<file path="config.mk">
export PLATFORM = sky130hd
export DESIGN_NAME = gamepad_cmd_ctrl
export DESIGN_NICKNAME = d
export VERILOG_FILES = /design/src/rtl/gamepad_pkg.sv /design/src/rtl/edge_sync.sv /design/src/rtl/gamepad_cmd_ctrl.sv
export SDC_FILE = /design/constraint.sdc
export NUM_CORES = 1
export LEC_CHECK = 0
export BUFFER_PORTS_ARGS = -buffer_cell sky130_fd_sc_hd__buf_2
export CAP_MARGIN = 20
export CORE_ASPECT_RATIO = 1.5
export CORE_MARGIN = 2
export CORE_UTILIZATION = 45
export CTS_BUF_LIST = sky130_fd_sc_hd__clkbuf_16
export DETAILED_ROUTE_END_ITERATION = 6
export HOLD_SLACK_MARGIN = 0.05
export PLACE_DENSITY = 0.67
export SLEW_MARGIN = 20
export SYNTH_ARGS = -nofsm -noshare
export SYNTH_HDL_FRONTEND = slang
export SYNTH_HIERARCHICAL = 1
export SYNTH_SLANG_ARGS = --single-unit
</file>
<file path="constraint.sdc">
create_clock -name clock -period 3.05 [get_ports clock]
set_clock_uncertainty 0.05 [all_clocks]
set_input_delay 0.61 -clock clock [delete_from_list [all_inputs] [get_ports clock]]
set_output_delay 0.61 -clock clock [all_outputs]
set_load 0.1 [all_outputs]
</file>
<file path="src/rtl/gamepad_pkg.sv">
// Shared constants for the gamepad command front-end: command codes, button
// indices, command FSM states and the press-to-command priority encoder.
`timescale 1ns/1ps
package gamepad_pkg;

   localparam logic [3:0] CMD_NONE        = 4'd0;
   localparam logic [3:0] CMD_UP          = 4'd1;
   localparam logic [3:0] CMD_DOWN        = 4'd2;
   localparam logic [3:0] CMD_LEFT        = 4'd3;
   localparam logic [3:0] CMD_RIGHT       = 4'd4;
   localparam logic [3:0] CMD_PLACE_LIXO  = 4'd5;
   localparam logic [3:0] CMD_PLACE_PRETA = 4'd6;
   localparam logic [3:0] CMD_REMOVE      = 4'd7;

   localparam int BTN_UP          = 0;
   localparam int BTN_DOWN        = 1;
   localparam int BTN_LEFT        = 2;
   localparam int BTN_RIGHT       = 3;
   localparam int BTN_PLACE_LIXO  = 4;
   localparam int BTN_PLACE_PRETA = 5;
   localparam int BTN_REMOVE      = 6;
   localparam int BTN_AUTO        = 10;
   localparam int BTN_MODE        = 11;

   typedef enum logic {
      ST_IDLE = 1'b0,
      ST_PEND = 1'b1
   } cmdState_t;

   // Command code for button i is i+1; scanning downward lets the lowest index win.
   function automatic logic [3:0] pressToCmd(input logic [6:0] press);
      pressToCmd = CMD_NONE;
      for (int i = 6; i >= 0; i--) begin
         if (press[i]) pressToCmd = 4'(i + 1);
      end
   endfunction

endpackage

</file>
<file path="src/rtl/edge_sync.sv">
// Synchronizes an asynchronous level and emits a registered one-cycle pulse
// on its rising edge, STAGES+1 cycles after the input rises.
`timescale 1ns/1ps
module edge_sync #(
   parameter int STAGES = 2
) (
   input  logic clock,
   input  logic reset,
   input  logic asyncIn,
   output logic risePulse
);

   logic [STAGES-1:0] syncQ;
   logic              lastQ;

   always_ff @(posedge clock) begin
      if (reset) begin
         syncQ     <= '0;
         lastQ     <= 1'b0;
         risePulse <= 1'b0;
      end else begin
         syncQ[0] <= asyncIn;
         for (int i = 1; i < STAGES; i++) syncQ[i] <= syncQ[i-1];
         lastQ     <= syncQ[STAGES-1];
         risePulse <= syncQ[STAGES-1] & ~lastQ;
      end
   end

endmodule

</file>
<file path="src/rtl/gamepad_cmd_ctrl.sv">
// Per-frame gamepad sampler: turns new presses into handshaked map commands,
// owns the edit/auto mode flags and generates the robot step tick.
`timescale 1ns/1ps
module gamepad_cmd_ctrl
   import gamepad_pkg::*;
#(
   parameter int TICK_FRAMES = 30,
   parameter int SYNC_STAGES = 2
) (
   input  logic        clock,
   input  logic        reset,
   input  logic        v_sync,
   input  logic        manual_clock,
   input  logic [11:0] gamepad_input,
   input  logic        HabilitaNovaLeitura,
   output logic        cmd_valid,
   output logic [3:0]  cmd_code,
   output logic        flag_mode,
   output logic        auto_mode,
   output logic        clock_robo,
   output logic [7:0]  dropped_cmds,
   output logic        fsmState
);

   // Handshake: a command transfers on each clock edge where cmd_valid and
   // HabilitaNovaLeitura are both 1; cmd_code is frozen until that edge.

   logic       frameEvt, manualEvt;
   logic [6:0] prevCmd;
   logic       prevAuto, prevFlag;
   logic [6:0] cmdPress;
   logic [3:0] newCode;
   logic       newCmd, loadCmd, dropCmd;
   logic [7:0] frameCnt;
   logic       autoTick;
   logic       unusedBits;
   cmdState_t  state, stateNext;

   edge_sync #(.STAGES(SYNC_STAGES)) uFrameSync (
      .clock(clock), .reset(reset), .asyncIn(v_sync), .risePulse(frameEvt)
   );

   edge_sync #(.STAGES(SYNC_STAGES)) uManualSync (
      .clock(clock), .reset(reset), .asyncIn(manual_clock), .risePulse(manualEvt)
   );

   assign unusedBits = ^gamepad_input[9:7];
   assign cmdPress   = gamepad_input[6:0] & ~prevCmd;
   assign newCode    = frameEvt ? pressToCmd(cmdPress) : CMD_NONE;
   assign newCmd     = (newCode != CMD_NONE);

   always_comb begin
      stateNext = state;
      loadCmd   = 1'b0;
      dropCmd   = 1'b0;
      case (state)
         ST_IDLE: begin
            if (newCmd) begin
               loadCmd   = 1'b1;
               stateNext = ST_PEND;
            end
         end
         ST_PEND: begin
            if (HabilitaNovaLeitura) begin
               if (newCmd) loadCmd   = 1'b1;
               else        stateNext = ST_IDLE;
            end else if (newCmd) begin
               dropCmd = 1'b1;
            end
         end
         default: stateNext = ST_IDLE;
      endcase
   end

   always_ff @(posedge clock) begin
      if (reset) begin
         state        <= ST_IDLE;
         cmd_code     <= CMD_NONE;
         dropped_cmds <= 8'd0;
         prevCmd      <= 7'd0;
         prevAuto     <= 1'b0;
         prevFlag     <= 1'b0;
         flag_mode    <= 1'b0;
         auto_mode    <= 1'b0;
         frameCnt     <= 8'd0;
         autoTick     <= 1'b0;
      end else begin
         state    <= stateNext;
         autoTick <= 1'b0;
         if (loadCmd) cmd_code <= newCode;
         if (dropCmd && dropped_cmds != 8'hFF) dropped_cmds <= dropped_cmds + 8'd1;
         if (frameEvt) begin
            prevCmd  <= gamepad_input[6:0];
            prevAuto <= gamepad_input[BTN_AUTO];
            prevFlag <= gamepad_input[BTN_MODE];
            if (gamepad_input[BTN_AUTO] && !prevAuto) auto_mode <= ~auto_mode;
            if (gamepad_input[BTN_MODE] && !prevFlag) flag_mode <= ~flag_mode;
         end
         // Counter sits at 0 in manual mode, so entering auto starts a fresh period.
         if (!auto_mode) begin
            frameCnt <= 8'd0;
         end else if (frameEvt) begin
            if (frameCnt == 8'(TICK_FRAMES - 1)) begin
               frameCnt <= 8'd0;
               autoTick <= 1'b1;
            end else begin
               frameCnt <= frameCnt + 8'd1;
            end
         end
      end
   end

   assign cmd_valid  = (state == ST_PEND);
   assign fsmState   = (state == ST_PEND);
   assign clock_robo = autoTick | (~auto_mode & manualEvt);

endmodule

</file>
==> metrics.md, run 1 <==
| Metric | Value |
|---|---|
| Final setup vio count | 0 |
| Die area | 0.004356 mm2 |
| Non-filler cells, final | 259 |
| Top Ports | 34 |
| Hpwl dp | 2155 um |
| Register area share after synthesis | 0.4641 |
| Global-route wire length before repair | 5188 um |
| Filler cells | 341 |
| Layout cells sized above 1 | 0.2083 |
| Area of the multi-input gates | 854.6 um2 |
| Synth warnings | 6 |
| H-tree depth | 2 |
| Post-synth EDFFs | 0 |
| Syn Inst Count | 187 |
| CTS root buf | clkbuf_16 |
| Routed vias/inst | 5.158 |
| Grt total ovfl | 0 |
| Worst-path maximum fanout | 3 |
| Achievable Freq | 520.4 MHz |
| Vias | 1336 |
| Top cell type's share of synthesized area | 0.4641 |
| Period utilisation layout | 0.6300 |
| Unrepaired setup endpoints after global routing | false |
| Hold_ws | 0.3513 ns |
| Initial Utilization | 0.4686 |
| Power Density | 557.3 mW/mm2 |
| Largest cells by area after synthesis | dfxtp_1 (46%), nor2_1 (7.0%), mux2i_1 (5.8%), xor2_1 (4.1%), xnor2_1 (3.0%) |
| FF+latch count, synth | 40 |
| Pre-antenna DRT Iters | 4 |
| Syn nets | 207 |
| Number of diodes | 0 |
| Peak supply drop | 0.4524 mV |
| Final nets | 235 |
| GP Congestion | 0.7453 |
| Worst Tran Pin Value | 0.5952 ns |
| Number of gates resized after cts | 0 |
| Register area | 800.8 um2 |
| Clk Latency, worst-skew pair | 0.28 ns |
| Final TNS setup | 0 ns |
| Netlist Area Pre-Place | 0.001725 mm2 |
| Power Total | 1.131 mW |
| Core Box Area | 0.003682 mm2 |
| Routed Antenna Nets | 0 |
| Routed wire length | 3135 um |
| CTS tree | done |
| Synth unique cells | 40 |
| Setup Buffers After CTS | 0 |
| Max-slew headroom | 0.6032 |
| Hold buffers post-CTS | 0 |
| Largest area contributor in the netlist | dfxtp_1 |
| Post-route cell area | 0.002029 mm2 |
| Wire per inst | 12.10 um |
| Hold Vio Cnt, Final | 0 |
| Chip Width | 54.56 um |
| GRT Util Overall | 0.1632 |
| Die Y | 79.84 um |
| Startpoint Class | flip-flop |
| Status | finished, final reports clean |
| Syn-to-layout area delta | 17.62% |
| Static leakage | 0.8194 nW |
| DRT iter0 DRCs | 31 |
| Final max-slew violation count | 0 |
| Max cap viols | 0 |
| Ys flop type | dfxtp_1 |
| Critical Path Sink Type | primary output |
| Crit Path Category | reg2out |
| IO buf count | 29 |
| DP Area | 0.001881 mm2 |
| Sink Count | 40 |
| Worst hold path type | reg2reg |
| Placed Cells | 251 |
| Largest net degree at the start of global routing | 34 |
| Clock Path Buffers | 2 |
| Clock-pin slew on the worst setup and hold paths | 0.06 ns |
| Residual DRC | 0 |
| Site row count | 27 |
| Number of global-route vias before repair | 1243 |
| Mapped Avg Cell Area | 9.227 um2 |
| Critical path required time | 2.39 ns |
| WP data arrival | 1.26 ns |
| Period minus WS final | 1.922 ns |
| Initial antenna violation count | 0 |
| Asr flop ratio synth | 0 |
| TritonCTS Buffers | 5 |
-- critical path, stage by stage, from the launching register on --
cell and delay [ns]:
dfxtp_1 0.33, inv_1 0.10, a21o_1 0.13, buf_2 0.42
-- flip-flops by register name (all words and copies together), names as in the netlist, 2 cells and up --
name / count
prevCmd: 7
cmd_code: 3
uManualSync/syncQ: 2
frameCnt: 8
dropped_cmds: 8
uFrameSync/syncQ: 2
-- power breakdown --
group          leakage [nW]  switching [mW]  total [mW]  internal, mW
combinational         0.430          0.0537      0.0775        0.0237
clock                0.0660           0.214       0.518         0.304
sequential            0.324         0.00474       0.536         0.531
-- stage by stage --
step / worst slack (ns) / util
after floorplan: 0.7297 / -
after global placement: 1.100 / 0.5107
after detailed placement: 1.091 / 0.5107
after CTS: 1.122 / 0.5511
after global routing: 1.084 / 0.5511
final: 1.128 / 0.5511
-- cell usage in the layout (no fill, tap or decap), types with 2 or more instances in the layout --
cell / n
buf_2: 29
nand4_1: 3
nand3_1: 7
a211oi_1: 4
and2_1: 2
inv_1: 5
nand2b_1: 6
xor2_1: 8
nor3_1: 3
clkinvlp_4: 2
clkbuf_16: 5
nor2b_1: 8
o21ai_0: 4
xnor2_1: 6
mux2i_1: 10
nor3b_2: 2
nor2_1: 32
dfxtp_1: 40
ha_1: 3
a21oi_1: 5
nand3b_1: 3
nand2_1: 9
and3_1: 2
a21o_1: 3
-- synth_stat cells, types with 3 or more instances --
master    number
a211oi_1       4
a21o_1         3
a21oi_1        5
clkbuf_1       3
dfxtp_1       40
ha_1           3
inv_1          5
mux2i_1       10
nand2_1        9
nand2b_1       6
nand3_1        7
nand3b_1       3
nand4_1        3
nor2_1        32
nor2b_1        8
nor3_1         3
o21ai_0        4
xnor2_1        6
xor2_1         8
-- per-layer routing --
metal  part of all wire  GRT usage  vias up  routed length, um
met5                  0          0        -                  0
met1               0.45     0.1838      620               1404
met4              0.019    0.06750        0                 61
li1                   -          -      677                  -
met3              0.054    0.05431        6                169
met2               0.48     0.2711       33               1499
-- layout make-up --
cell class / instances / share of cell area
sequential: 40 / 0.3946
tap: 43 / 0.02651
multi-input combinational: 133 / 0.4211
inverter: 5 / 0.009248
clock buffer: 5 / 0.06165
clock inverter: 3 / 0.01171
timing repair buffer: 30 / 0.07522
-- worst paths after layout --
check | from | to | slack [ns] | depth (start not counted)
worst max register to register | dropped_cmds[0] | dropped_cmds[6] | 1.41 | 6
worst max-delay path | auto_mode | clock_robo | 1.13 | 3
worst min register to register | uManualSync/lastQ | uManualSync/risePulse | 0.35 | 1
worst min-delay path | uManualSync/lastQ | uManualSync/risePulse | 0.35 | 1
-- kinds of logic (layout without fill, tap and decap cells) --
family	count (synthesis)	in the layout	share of synthesized area
AO/OA/AOI/OAI	21	21	0.08122
XOR/XNOR	14	14	0.07107
adder cells (fa/ha/maj)	3	3	0.02176
buffers and inverters	14	43	0.04060
flip-flops	40	40	0.4641
multiplexers	10	10	0.05802
other	1	1	0.002173
AND/OR/NAND/NOR	84	84	0.2611
No activity file was read; power rests on OpenSTA's default activity.
==> run 2, diff against run 1 <==
--- a/config.mk
+++ b/config.mk
@@ -5,6 +5,7 @@
 export SDC_FILE = /design/constraint.sdc
 export NUM_CORES = 1
 export LEC_CHECK = 0
+export ABC_AREA = 1
 export BUFFER_PORTS_ARGS = -buffer_cell sky130_fd_sc_hd__buf_2
 export CAP_MARGIN = 20
 export CORE_ASPECT_RATIO = 1.5
@@ -13,7 +14,7 @@
 export CTS_BUF_LIST = sky130_fd_sc_hd__clkbuf_16
 export DETAILED_ROUTE_END_ITERATION = 6
 export HOLD_SLACK_MARGIN = 0.05
-export PLACE_DENSITY = 0.67
+export PLACE_DENSITY = 0.7
 export SLEW_MARGIN = 20
 export SYNTH_ARGS = -nofsm -noshare
 export SYNTH_HDL_FRONTEND = slang
==> constraint.sdc (replaced) <==
create_clock -name clock -period 1.7 [get_ports clock]
set_clock_uncertainty 0.05 [all_clocks]
set_input_delay 0.34 -clock clock [delete_from_list [all_inputs] [get_ports clock]]
set_output_delay 0.34 -clock clock [all_outputs]
set_load 0.1 [all_outputs]
==> metrics.md, run 2 <==
| Metric | Value |
|---|---|
| Vias | 1493 |
| Top Ports | 34 |
| Worst-path maximum fanout | 4 |
| Synth warnings | 6 |
| Startpoint Class | flip-flop |
| CTS root buf | clkbuf_16 |
| Largest cells by area after synthesis | dfxtp_1 (46%), nand2_1 (8.3%), a21oi_1 (6.0%), inv_1 (4.7%), nor2_1 (4.3%) |
| Top Registers | dropped_cmds (8), frameCnt (8), prevCmd (7) |
| GP Congestion | 0.8085 |
| Crit. Startpoint | auto_mode |
| Placed Cells | 298 |
| IO buf count | 29 |
| Post-synth EDFFs | 0 |
| Power Total | 1.977 mW |
| Peak supply drop | 0.7837 mV |
| Final worst slack | 0.09114 ns |
| Ys flop type | dfxtp_1 |
| Routed Antenna Nets | 0 |
| Hpwl dp | 2373 um |
| Most common cell after layout, fill and taps aside | nand2_1 |
| CP Cell Sequence | inv_1 -> a21o_2 -> buf_2 |
| Critical Path Sink Type | primary output |
| Die Y | 80.58 um |
| Clock Path Buffers | 2 |
| WP data arrival | 1.22 ns |
| Setup Buffers After CTS | 0 |
| Period minus WS final | 1.609 ns |
| Worst setup path end | clock_robo |
| Post-layout util | 0.5734 |
| Non-filler cells, final | 305 |
| Commonest non-fill, non-tap cells in the layout | nand2_1 (39), dfxtp_1 (30), buf_2 (29), inv_1 (23), a21oi_1 (21) |
| Final setup vio count | 0 |
| Clock-pin slew on the worst setup and hold paths | 0.05 ns |
| Syn-to-layout area delta | 21.12% |
| Synth unique cells | 31 |
| Final max-slew violation count | 0 |
| Achievable Freq | 621.6 MHz |
| Crit Path Category | reg2out |
| Largest net degree at the start of global routing | 16 |
| RR Endpoint | dropped_cmds[3] |
| Syn nets | 247 |
| Number of global-route vias before repair | 1316 |
| Netlist Area Pre-Place | 0.001759 mm2 |
| Post-route cell area | 0.002131 mm2 |
| Layout cells sized above 1 | 0.3168 |
| Residual DRC | 0 |
| CTS tree | done |
| Critical path required time | 1.31 ns |
| Final TNS setup | 0 ns |
| Synth cell count leaders | dfxtp_1 (40), nand2_1 (39), inv_1 (22) |
| Routed wire length | 3264 um |
| Pre-antenna DRT Iters | 4 |
| Slowest CP cell | buf_2 |
| Worst hold path type | in2reg |
| Max cap viols | 0 |
| Clk Latency, worst-skew pair | 0.27 ns |
| Static leakage | 0.8855 nW |
| FF-to-FF path depth | 7 |
| Global-route wire length before repair | 5430 um |
| Hold_ws | 0.2135 ns |
| Core Box Area | 0.003716 mm2 |
| Chip Width | 55.05 um |
| DRT iter0 DRCs | 20 |
| Status | finished, final reports clean |
| FF+latch count, synth | 40 |
| Hold buffers post-CTS | 0 |
| Delay of the slowest cell on the worst path | 0.41 ns |
| Wire per inst | 10.70 um |
| DP Area | 0.001989 mm2 |
| Register area share after synthesis | 0.4552 |
| Asr flop ratio synth | 0 |
| Unrepaired setup endpoints after global routing | false |
| Most frequent cell after synthesis | dfxtp_1 |
| Number of gates resized after cts | 0 |
| Routed vias/inst | 4.895 |
| Syn Inst Count | 227 |
| FF-to-FF Start | dropped_cmds[0] |
| Reg-to-reg setup timing slack | 0.20 ns |
| Largest area contributor in the netlist | dfxtp_1 |
| H-tree depth | 2 |
| Hold Vio Cnt, Final | 0 |
| Initial Utilization | 0.4734 |
| Final nets | 282 |
| Grt total ovfl | 0 |
| Site row count | 27 |
| Number of diodes | 0 |
| Power Density | 927.6 mW/mm2 |
| Die area | 0.004436 mm2 |
| GRT Util Overall | 0.1675 |
| Worst slack, placed | 0.1449 ns |
| Mapped Avg Cell Area | 7.750 um2 |
| Top cell type's share of synthesized area | 0.4552 |
| Period utilisation layout | 0.9464 |
| TritonCTS Buffers | 5 |
| Sink Count | 40 |
| Initial antenna violation count | 0 |
run 2: cell count changes after synthesis, sizes merged, moves of 9 or more:
cell / change
nand2: +37
inv: +29
a21oi: +19
mux2i: -10
nor2b: -9
o21ai: +9
run 2: how the worst min path moves through the flow:
stage / slack [ns] / end / startpoint / cells past startpoint
final: 0.21 / uFrameSync/syncQ[0] / v_sync / 3
after global routing: 0.23 / uFrameSync/syncQ[0] / v_sync / 3
after CTS: 0.21 / uFrameSync/syncQ[0] / v_sync / 3
after detailed placement: 0.34 / uManualSync/risePulse / uManualSync/lastQ / 1
after global placement: 0.34 / uManualSync/risePulse / uManualSync/lastQ / 1
after floorplan: 0.33 / uFrameSync/risePulse / uFrameSync/lastQ / 1
run 2: cells by family (layout without fill, tap and decap cells):
logic type,after synthesis,in the layout,synth area share
compound gates,42,42,0.1465
xor+xnor,7,7,0.03485
buf+inv,40,75,0.09530
simple gates,94,94,0.2447
fa+ha+maj,3,3,0.02134
other cells,1,1,0.002132
flops,40,40,0.4552
run 2: layer usage:
metal | global-route usage | up-vias | share of wire
li1 | - | 793 | -
met1 | 0.1959 | 671 | 0.45
met2 | 0.2762 | 27 | 0.51
met3 | 0.05019 | 2 | 0.038
met4 | 0.06585 | 0 | 0.0074
met5 | 0 | - | 0
run 2: layout make-up:
class,instances,area (um2)
clock buffers,5,125.1
repair buffers,34,195.2
clock inverters,2,8.758
fillers,360,1585
inverters,34,127.6
well taps,43,53.80
multi-input cells,147,802.0
flip-flops and latches,40,818.3
run 2: worst max-delay path: cells and delay by family (launching register included):
family                 cells  cell delay, ns
DFF                        1            0.31
AOI/OAI and AO/OA          1            0.13
buffers and inverters      2            0.51
run 2: where the power goes:
group          internal, mW  switching (mW)  total, mW
logic                0.0448           0.109      0.154
registers             0.952         0.00757      0.960
clock network         0.526           0.337      0.863
total                  1.52           0.453       1.98
==> run 3, diff against run 2 <==
--- a/config.mk
+++ b/config.mk
@@ -10,11 +10,10 @@
 export CAP_MARGIN = 20
 export CORE_ASPECT_RATIO = 1.5
 export CORE_MARGIN = 2
-export CORE_UTILIZATION = 45
+export CORE_UTILIZATION = 30
 export CTS_BUF_LIST = sky130_fd_sc_hd__clkbuf_16
 export DETAILED_ROUTE_END_ITERATION = 6
 export HOLD_SLACK_MARGIN = 0.05
-export PLACE_DENSITY = 0.7
 export SLEW_MARGIN = 20
 export SYNTH_ARGS = -nofsm -noshare
 export SYNTH_HDL_FRONTEND = slang
==> metrics.md, run 3 (synthesized netlist as in run 2, its figures left out) <==
| Metric | Value |
|---|---|
| Status | finished, final reports clean |
| Site row count | 34 |
| Worst hold path type | in2reg |
| GR Util met2 | 0.2100 |
| TritonCTS Buffers | 5 |
| GR Util met3 | 0.02650 |
| Routed wire length | 3326 um |
| DRT iter0 DRCs | 83 |
| Wire per inst | 10.02 um |
| GRT Util Overall | 0.1173 |
| Number of global-route vias before repair | 1486 |
| Achievable Freq | 610.5 MHz |
| Clock Path Buffers | 2 |
| Residual DRC | 0 |
| Hold_ws | 0.2200 ns |
| Power Total | 2.155 mW |
| Final max-slew violation count | 0 |
| Most common cell after layout, fill and taps aside | nand2_1 |
| Crit. Startpoint | auto_mode |
| Global-route wire length before repair | 6044 um |
| Die Y | 97.79 um |
| Clk Latency, worst-skew pair | 0.28 ns |
| GP Congestion | 0.7722 |
| Startpoint Class | flip-flop |
| Hold Vio Cnt, Final | 0 |
| Period utilisation layout | 0.9636 |
| Hold buffers post-CTS | 0 |
| Period minus WS final | 1.638 ns |
| Clock-pin slew on the worst setup and hold paths | 0.06 ns |
| Initial antenna violation count | 0 |
| Area of the multi-input gates | 804.5 um2 |
| Power Density | 993.8 mW/mm2 |
| Vias | 1464 |
| Layout cells sized above 1 | 0.3115 |
| Peak supply drop | 0.6293 mV |
| Commonest non-fill, non-tap cells in the layout | nand2_1 (39), dfxtp_1 (30), buf_2 (29), inv_1 (22), a21oi_1 (21) |
| Filler cells | 614 |
| Final nets | 279 |
| Chip Width | 66.53 um |
| Hpwl dp | 2432 um |
| Grt total ovfl | 0 |
| CTS root buf | clkbuf_16 |
| H-tree depth | 2 |
| Critical path required time | 1.31 ns |
| Pre-antenna DRT Iters | 4 |
| Register area | 818.3 um2 |
| Syn-to-layout area delta | 23.26% |
| Die area | 0.006505 mm2 |
| Hold Startpoint | v_sync |
| IO buf count | 29 |
| WP data arrival | 1.25 ns |
| CTS tree | done |
| Initial Utilization | 0.3063 |
| Core Box Area | 0.005743 mm2 |
| FF-to-FF Start | dropped_cmds[0] |
| Final setup vio count | 0 |
| Top Ports | 34 |
| Crit Path Category | reg2out |
| Sink Count | 40 |
| Static leakage | 0.8763 nW |
| Number of diodes | 0 |
| Reg-to-reg setup timing slack | 0.18 ns |
| Critical Path Sink Type | primary output |
| Max cap viols | 0 |
| Met1 Usage GRT | 0.1231 |
| Largest net degree at the start of global routing | 16 |
| Worst-path maximum fanout | 4 |
| Top Registers | dropped_cmds (8), frameCnt (8), prevCmd (7) |
| Routed vias/inst | 4.410 |
| Routed Antenna Nets | 0 |
| Post-layout util | 0.3776 |
| Final TNS setup | 0 ns |
| Unrepaired setup endpoints after global routing | false |
| GRT busiest layer | met2 |
==> run 3: cell count changes in the layout (fill, tap and decap cells not counted), sizes merged <==
cell,before,now
inv,35,34
bufinv,0,1
buf,34,31
clkinvlp,0,1
==> run 3: report_power, final <==
group	internal [mW]	switching [mW]
combinational	0.0401	0.109
sequential	0.952	0.00813
clock	0.689	0.358
==> run 3: worst paths after layout <==
kind	endpoint	depth (start not counted)
max reg2reg	dropped_cmds[5]	7
min	uFrameSync/syncQ[0]	3
min reg2reg	uManualSync/risePulse	1
max	clock_robo	3
==> run 3: area by class of cell <==
type,count,share of cell area
sequential,40,0.3774
multi-input combinational,147,0.3710
timing repair buffer,31,0.07386
inverter,34,0.05886
clock buffer,5,0.05770
tap,72,0.04155
clock inverter,3,0.01962
==> run 3: per-layer routing <==
metal	up-vias	share of wire
li1	787	-
met1	650	0.44
met2	22	0.50
met3	5	0.031
met4	0	0.026
met5	-	0
==> run 3: repair_timing <==
item,CTS,global route
endpoints found under the setup margin,0,8
gates resized for setup,0,2
setup buffers,0,0
==> run 3: critical path: stages, from the launching register on <==
cell	delay, ns
dfxtp_2	0.31
inv_1	0.10
a21o_2	0.14
buf_2	0.42
==> run 3: stage by stage <==
step	std cells	setup slack, ns	cell area [um2]
2_1_floorplan	227	0.0008822	1780
3_3_place_gp	324	0.07355	1991
3_5_place_dp	324	0.02827	1991
4_1_cts	332	0.05227	2158
5_1_grt	332	0.006822	2168
6_report	332	0.06188	2168
